$ cat config.mk
export PLATFORM = sky130hd
export DESIGN_NAME = rsign_para_loader_flat
export DESIGN_NICKNAME = d
export VERILOG_FILES = /design/src/rtl/rsign_para_loader_if.sv /design/src/rtl/rsign_para_loader.sv /design/src/flat_wrapper.sv
export SDC_FILE = /design/constraint.sdc
export NUM_CORES = 2
export LEC_CHECK = 0
export ABC_CLOCK_PERIOD_IN_PS = 55800
export CAP_MARGIN = 20
export CELL_PAD_IN_SITES_DETAIL_PLACEMENT = 1
export CELL_PAD_IN_SITES_GLOBAL_PLACEMENT = 2
export CORE_AREA = 10 10 400 402
export DETAILED_ROUTE_END_ITERATION = 10
export DIE_AREA = 0 0 410 412
export PLACE_DENSITY_LB_ADDON = 0.1
export SLEW_MARGIN = 10
export SYNTH_ARGS = -nofsm -noshare
export SYNTH_HDL_FRONTEND = slang
export SYNTH_SLANG_ARGS = --single-unit
$ cat constraint.sdc
create_clock -name clk -period 55.8 [get_ports clk]
set_input_delay 13.95 -clock clk [delete_from_list [all_inputs] [get_ports clk]]
set_output_delay 13.95 -clock clk [all_outputs]
set_load 0.01 [all_outputs]
$ cat src/rtl/rsign_para_loader_if.sv
// Threshold write channel into the binarizer parameter loader.
// A word transfers on any rising edge where wr_valid and wr_ready are both high.
interface rsign_para_loader_if;
  logic               wr_valid;
  logic signed [15:0] wr_data;
  logic               wr_ready;

  modport master (output wr_valid, output wr_data, input wr_ready);
  modport slave  (input wr_valid, input wr_data, output wr_ready);
endinterface

$ cat src/rtl/rsign_para_loader.sv
// Loads FM_DEPTH signed thresholds into registers that feed the binarizer's para_in.
// mode_out tells the binarizer whether it is loading parameters (0) or calculating (1).
//
// state | meaning
// IDLE  | waiting for start; para_out holds its current contents
// LOAD  | accepting threshold words, one para_out entry per accepted word
// RUN   | all entries written, binarizer in calculate mode
module rsign_para_loader #(
  parameter int FM_DEPTH = 64
) (
  input  logic               clk,
  input  logic               rst,
  input  logic               start,
  input  logic               clear,
  rsign_para_loader_if.slave wr,
  output logic signed [15:0] para_out [FM_DEPTH],
  output logic               mode_out,
  output logic               load_done,
  output logic               busy
);

  localparam int CW = (FM_DEPTH > 1) ? $clog2(FM_DEPTH) : 1;
  localparam logic [CW-1:0] LAST_IDX = CW'(FM_DEPTH - 1);

  typedef enum logic [1:0] {
    IDLE = 2'd0,
    LOAD = 2'd1,
    RUN  = 2'd2
  } state_t;

  state_t        state, state_nxt;
  logic [CW-1:0] cnt;
  logic          accept;

  always_ff @(posedge clk or posedge rst) begin
    if (rst) state <= IDLE;
    else     state <= state_nxt;
  end

  // clear is only honoured in RUN, and wins over start there
  always_comb begin
    state_nxt   = state;
    wr.wr_ready = 1'b0;
    accept      = 1'b0;
    case (state)
      IDLE: if (start) state_nxt = LOAD;
      LOAD: begin
        wr.wr_ready = 1'b1;
        accept      = wr.wr_valid;
        if (wr.wr_valid && (cnt == LAST_IDX)) state_nxt = RUN;
      end
      RUN: begin
        if (clear)      state_nxt = IDLE;
        else if (start) state_nxt = LOAD;
      end
      default: state_nxt = IDLE;
    endcase
  end

  always_ff @(posedge clk or posedge rst) begin
    if (rst) begin
      cnt       <= '0;
      mode_out  <= 1'b0;
      load_done <= 1'b0;
      for (int i = 0; i < FM_DEPTH; i++) para_out[i] <= '0;
    end else begin
      mode_out  <= (state_nxt == RUN);
      load_done <= (state == LOAD) && (state_nxt == RUN);
      if ((state != LOAD) && (state_nxt == LOAD)) begin
        cnt <= '0;
      end else if (accept) begin
        para_out[cnt] <= wr.wr_data;
        cnt           <= (cnt == LAST_IDX) ? '0 : cnt + CW'(1);
      end
    end
  end

  assign busy = (state == LOAD);

endmodule

$ cat src/flat_wrapper.sv
// flat-port wrapper written by rule: the top's interface ports become plain ports
module rsign_para_loader_flat 
#(
  parameter int FM_DEPTH = 64
)
  (clk, rst, start, clear, para_out, mode_out, load_done, busy, wr_wr_valid, wr_wr_data, wr_wr_ready);
  rsign_para_loader_if wr_i ();
  input  logic clk;
  input  logic rst;
  input  logic start;
  input  logic clear;
  output logic signed [15:0] para_out[FM_DEPTH];
  output logic mode_out;
  output logic load_done;
  output logic busy;
  input wire logic [$bits(wr_i.wr_valid)-1:0] wr_wr_valid;
  input wire logic [$bits(wr_i.wr_data)-1:0] wr_wr_data;
  output wire logic [$bits(wr_i.wr_ready)-1:0] wr_wr_ready;
  assign wr_i.wr_valid = wr_wr_valid;
  assign wr_i.wr_data = wr_wr_data;
  assign wr_wr_ready = wr_i.wr_ready;
  rsign_para_loader #(.FM_DEPTH(FM_DEPTH)) u_core (.clk(clk), .rst(rst), .start(start), .clear(clear), .wr(wr_i), .para_out(para_out), .mode_out(mode_out), .load_done(load_done), .busy(busy));
endmodule
---- After elaboration in Yosys (flattened, before gate mapping) ----
Cells that the tools add are included.
operators by class
  magnitude comparators ................... 2
  multiply operators ...................... 0
  shifts and indexed selects .............. 0
  equality and inequality tests ........... 6
  add/subtract/negate cells ............... 1
  multiplexer cells ....................... 12
  reductions and logical operators ........ 7
  bitwise gates (word level) .............. 2
  divide/modulo/power cells ............... 0
operator list
  cell                                                         count
  bitwise mux 1024 bit                                         1
  demux 16 bit (select 6 bit)                                  1
  2-to-1 mux 6 bit                                             3
  2-to-1 mux 16 bit                                            1
  >= comparator 7 bit (second input constant)                  1
  less-than comparator 7 x 1 -> 1 bit (second input constant)  1
  NOT 6 -> 7 bit                                               1
  adder 6 x 1 -> 6 bit (second input constant)                 1
  equality test 6 bit (second input constant)                  1
  2-to-1 mux 2 bit                                             3
  one-hot mux 2 bit (3 select lines)                           1
  equality test 2 x 1 -> 1 bit (second input constant)         2
  equality test 2 bit (second input constant)                  2
  logical AND 1 bit                                            4
  zero test 2 bit                                              1
  2-to-1 mux 1 bit                                             2
  != test 2 x 1 -> 1 bit (second input constant)               1
  AND reduction 2 bit                                          1
  nonzero test 2 bit                                           1
  NOT 1 bit                                                    1
word-level totals
  register bits after elaboration ......... 1034
  memory bits (writable) .................. 0
  memories kept ........................... 0
  bits in read-only memories .............. 0
  input port bits ......................... 21
  word-level logic and storage cells ...... 98
  output and inout bits ................... 1028
  bits in latches ......................... 0

---- Logic depth before layout (Yosys ltp) ----
  depth after elaboration ................. 8
  mapped depth ............................ 7

---- Least setup slack after synthesis ----
No wires, ideal clock.
  kind .................................... input to register
  start ................................... in wr_wr_valid
  end ..................................... reg u_core.para_out[144] (netlist bit)
  setup time .............................. 0.125 ns
  path buffers ............................ 4
  path slack .............................. 40.279 ns
  stages on the path ...................... 7
  arrival ................................. 15.396 ns
  data required time ...................... 55.675 ns
  cell sequence ........................... clkbuf_2 -> nand4b_4 -> buf_12 -> buf_12 -> nor3_4 -> buf_8 -> mux2_2
on the way
  word-level cells in the longest chain between the ends .. 7
  elaborated cells on any way between the ends .. 8
  classes of those cells .................. 1 x eq/ne; 3 x mux; 1 x bitwise; 3 x reduce/logical
ends and longest elaborated chain
  item                                RTL line                 text
  start: declaration                  flat_wrapper.sv:16       input wire logic [$bits(wr_i.wr_valid)-1:0] wr_wr_valid;
  logical AND 1 bit                   rsign_para_loader.sv:50  if (wr.wr_valid && (cnt == LAST_IDX)) state_nxt = RUN;
  2-to-1 mux 2 bit                    rsign_para_loader.sv:50
  one-hot mux 2 bit (3 select lines)  rsign_para_loader.sv:45  case (state)
  equality test 2 x 1 -> 1 bit        rsign_para_loader.sv:69  if ((state != LOAD) && (state_nxt == LOAD)) begin
  logical AND 1 bit                   rsign_para_loader.sv:69
  NOT 1 bit (no line)                 n/a
  AND reduction 2 bit (no line) *     n/a
  end signal: indexed assignment      rsign_para_loader.sv:72  para_out[cnt] <= wr.wr_data;
  end: declaration                    rsign_para_loader.sv:16  output logic signed [15:0] para_out [FM_DEPTH],
Every way passes the cells marked *; elsewhere a longest branch is shown, timed or not.
A chain may end at the register's enable or synchronous reset.

==> metrics.txt <==
library cells used by synthesis 47; Tcrit/Tclk final 0.306; Hold WC Path Type reg -> reg; final non-filler cell total 5,521; Worst-Skew Late Latency 0.73 ns; hold slack around 0.48 ns; Antenna Nets Post-Route 0; area fraction in compound gates after synthesis 0.00219; Multi-input gate area 13,300 µm²; status complete, no violations; post-cts resize count 0; RePlAce Congestion 0.760; vias per inst 4.51; Hold Fails Final Rpt 0; Seq/Total Area, Yosys 0.638; drt wl/cell approximately 32 µm; final setup fails 0; DRC viols 0; fmax around 60 MHz; first-pass GRT wire length 240 mm; CTS tree done; Starting Density 0.267; min cycle time layout between 15 and 20 ns; Setup crit end kind asynchronous set/reset pin; drt initial violations 923; gr ovfl total 0; hold-fix buffers at CTS 0; worst vdd ir ~0.029 mV; Setup crit start rst; Req. time, crit path 56.47 ns; Die Area 169,000 µm²; initial antenna violation count 14; HPWL after DPL 127 mm; TritonCTS Buffers 120; Post-synth EDFFs 0; H-Tree Depth 3; Synth Warn # 0; Mapped Nets 2,414; worst slew pin tran 1.14 ns; Critical R2R Launch u_core.cnt[0]; Post-Synth XOR/XNOR Area 0.000216; drt pass-1 iters 5; Mean Syn Cell Area 16.9 µm²; setup bufs post-CTS 0; Synth area leader dfrtp_1; Worst Skew 0.0258 ns; FF/Latch Area 25,900 µm²; layout cell share with drive strength beyond 1 0.380; hold_sp u_core.para_out[587]; Syn Inst Count 2,392; Startpoint Class input port; die width 410 µm; Inst Count DP roughly 5,300; Mapped Area 40,500 µm²; Total Wirelength ~180 mm; Max Slew Vio Count 0; CTS Root Cell clkbuf_16; Post-Synth Adder-Cell Area 0.000309; Max-cap violations 0; Leak 0.0264 µW; post-synthesis simple-gate area fraction 0.0351; Core Area 152,000 µm²; CP max FO 182; Fillers 15,400; Post-synth ARST share 1.00; WS Path Type in -> async; total track usage 0.201; mux share of post-synthesis cell area 0.289; WP data arrival 17.75 ns; Power Dens Cells approximately 38 nW/µm²; num ports 1,049; DR vias 24,900; Yosys top cell area share 0.638; Worst slew margin 0.237; clk sinks between 1,000 and 1,500; main combinational cell family by area after synthesis multiplexers; largest net degree at the start of global routing 183; Setup TNS 0 ns; I/O Buffers 1,048; Post-synth top flop dfrtp_1; vias in the first global route ~27,000; Layout area overhead 39.3%; Worst-path clk slew 0.05 ns; # rows 143; RSZ-0062 raised after global routing false; ranking of synthesized cells by area dfrtp_1 (64%), mux2_2 (27%), mux2_4 (2.0%); Die Ht roughly 400 µm; overall power 2160 µW; maximum buffer depth of the clock tree 3; Yosys reg bits 1,034; final net count 3,418
## layout make-up
type	instances	area share
diodes	7	0.000310
well taps	2030	0.0450
flip-flops and latches	1034	0.458
clock inverters	26	0.00665
repair buffers	1093	0.193
clock buffers	184	0.0620
inverters	2	0.000266
multi-input cells	1145	0.235
## path summary, 6_finish.rpt
kind,depth (start not counted),slack [ns],to
worst max-delay path,5,38.72,u_core.para_out[340]
worst min-delay path,1,0.48,u_core.para_out[587]
worst max register to register,3,52.92,u_core.para_out[513]
worst min register to register,1,0.48,u_core.para_out[587]
max in group clk,2,38.89,busy
min in group asynchronous,2,13.84,u_core.para_out[904]
## metrics by stage
step | setup WS [ns] | util | instance area, µm²
6_report | 38.72 | 0.373 | 56500
5_1_grt | 38.16 | 0.373 | 56500
4_1_cts | 38.58 | 0.372 | 56400
3_5_place_dp | 37.76 | 0.347 | 52500
3_3_place_gp | 37.87 | 0.346 | 52500
2_1_floorplan | 12.75 | - | 40500
## where the power goes
| part | internal (µW) | switching [µW] |
|---|---|---|
| Sequential | 844 | 54.2 |
| Clock | 461 | 321 |
| Combinational | 240 | 238 |
## per-layer routing
| metal | global-route usage | wire length, µm | vias up |
|---|---|---|---|
| met5 | 0 | 13 | - |
| met1 | 0.223 | 66700 | 13500 |
| met3 | 0.0729 | 13900 | 218 |
| li1 | - | - | 10400 |
| met4 | 0.0658 | 6470 | 2 |
| met2 | 0.355 | 89500 | 762 |
## cell usage after synthesis (2+ instances only)
cell and instances:
buf_4 19, or3b_1 3, nor2b_1 3, nand2b_1 2
nor3_4 33, a21oi_1 3, mux2_1 13, mux2_4 53
nand3_2 7, nand3_1 3, inv_1 2, o21ai_0 2
buf_2 18, dfrtp_1 1034, clkbuf_1 97, nand3_4 26
or3_1 3, mux2_2 958, buf_6 48, nand2_1 4
and3b_1 3, buf_8 10, a2bb2oi_1 2, and4_1 2
buf_12 2, a211oi_1 3, nor3b_4 3, nand3b_2 2
buf_1 16
## cell families after synthesis
family	after synthesis
DFF	1034
buffers and inverters	213
adders and majority gates	1
xor gates and xnor gates	1
AOI/OAI and AO/OA	13
muxes	1024
and+or+nand+nor	106
## worst max-delay path, stage by stage
cell and delay, ns:
clkdlybuf4s50_1 0.53, inv_8 0.60, buf_12 0.68, buf_4 0.87, buf_12 0.66
## layout by cell type (no fill, tap or decap), types with 2 or more instances in the layout
master,n
nand3_4,26
nor2b_2,2
nand3_2,7
diode_2,7
mux2_1,13
dfrtp_1,1034
clkbuf_1,38
buf_16,2
a21oi_1,3
a211oi_1,3
nand3b_2,2
nand2b_1,2
buf_8,4
clkbuf_16,120
or3b_1,3
buf_12,2
o21ai_0,2
clkdlybuf4s50_1,1032
nor3b_4,3
clkinv_2,15
clkbuf_8,26
nand3_1,3
buf_4,53
inv_16,3
nor3_4,33
and4_1,2
nand2_1,3
and3b_1,3
a2bb2oi_1,2
or3_1,3
bufinv_16,7
mux2_2,958
mux2_4,53
## registers in the layout, indices dropped and copies added (netlist names)
register / flops
u_core.load_done: 1
u_core.para_out: 1024
u_core.state: 2
u_core.mode_out: 1
u_core.cnt: 6
Note: power is estimated with default switching activity, not from simulation.
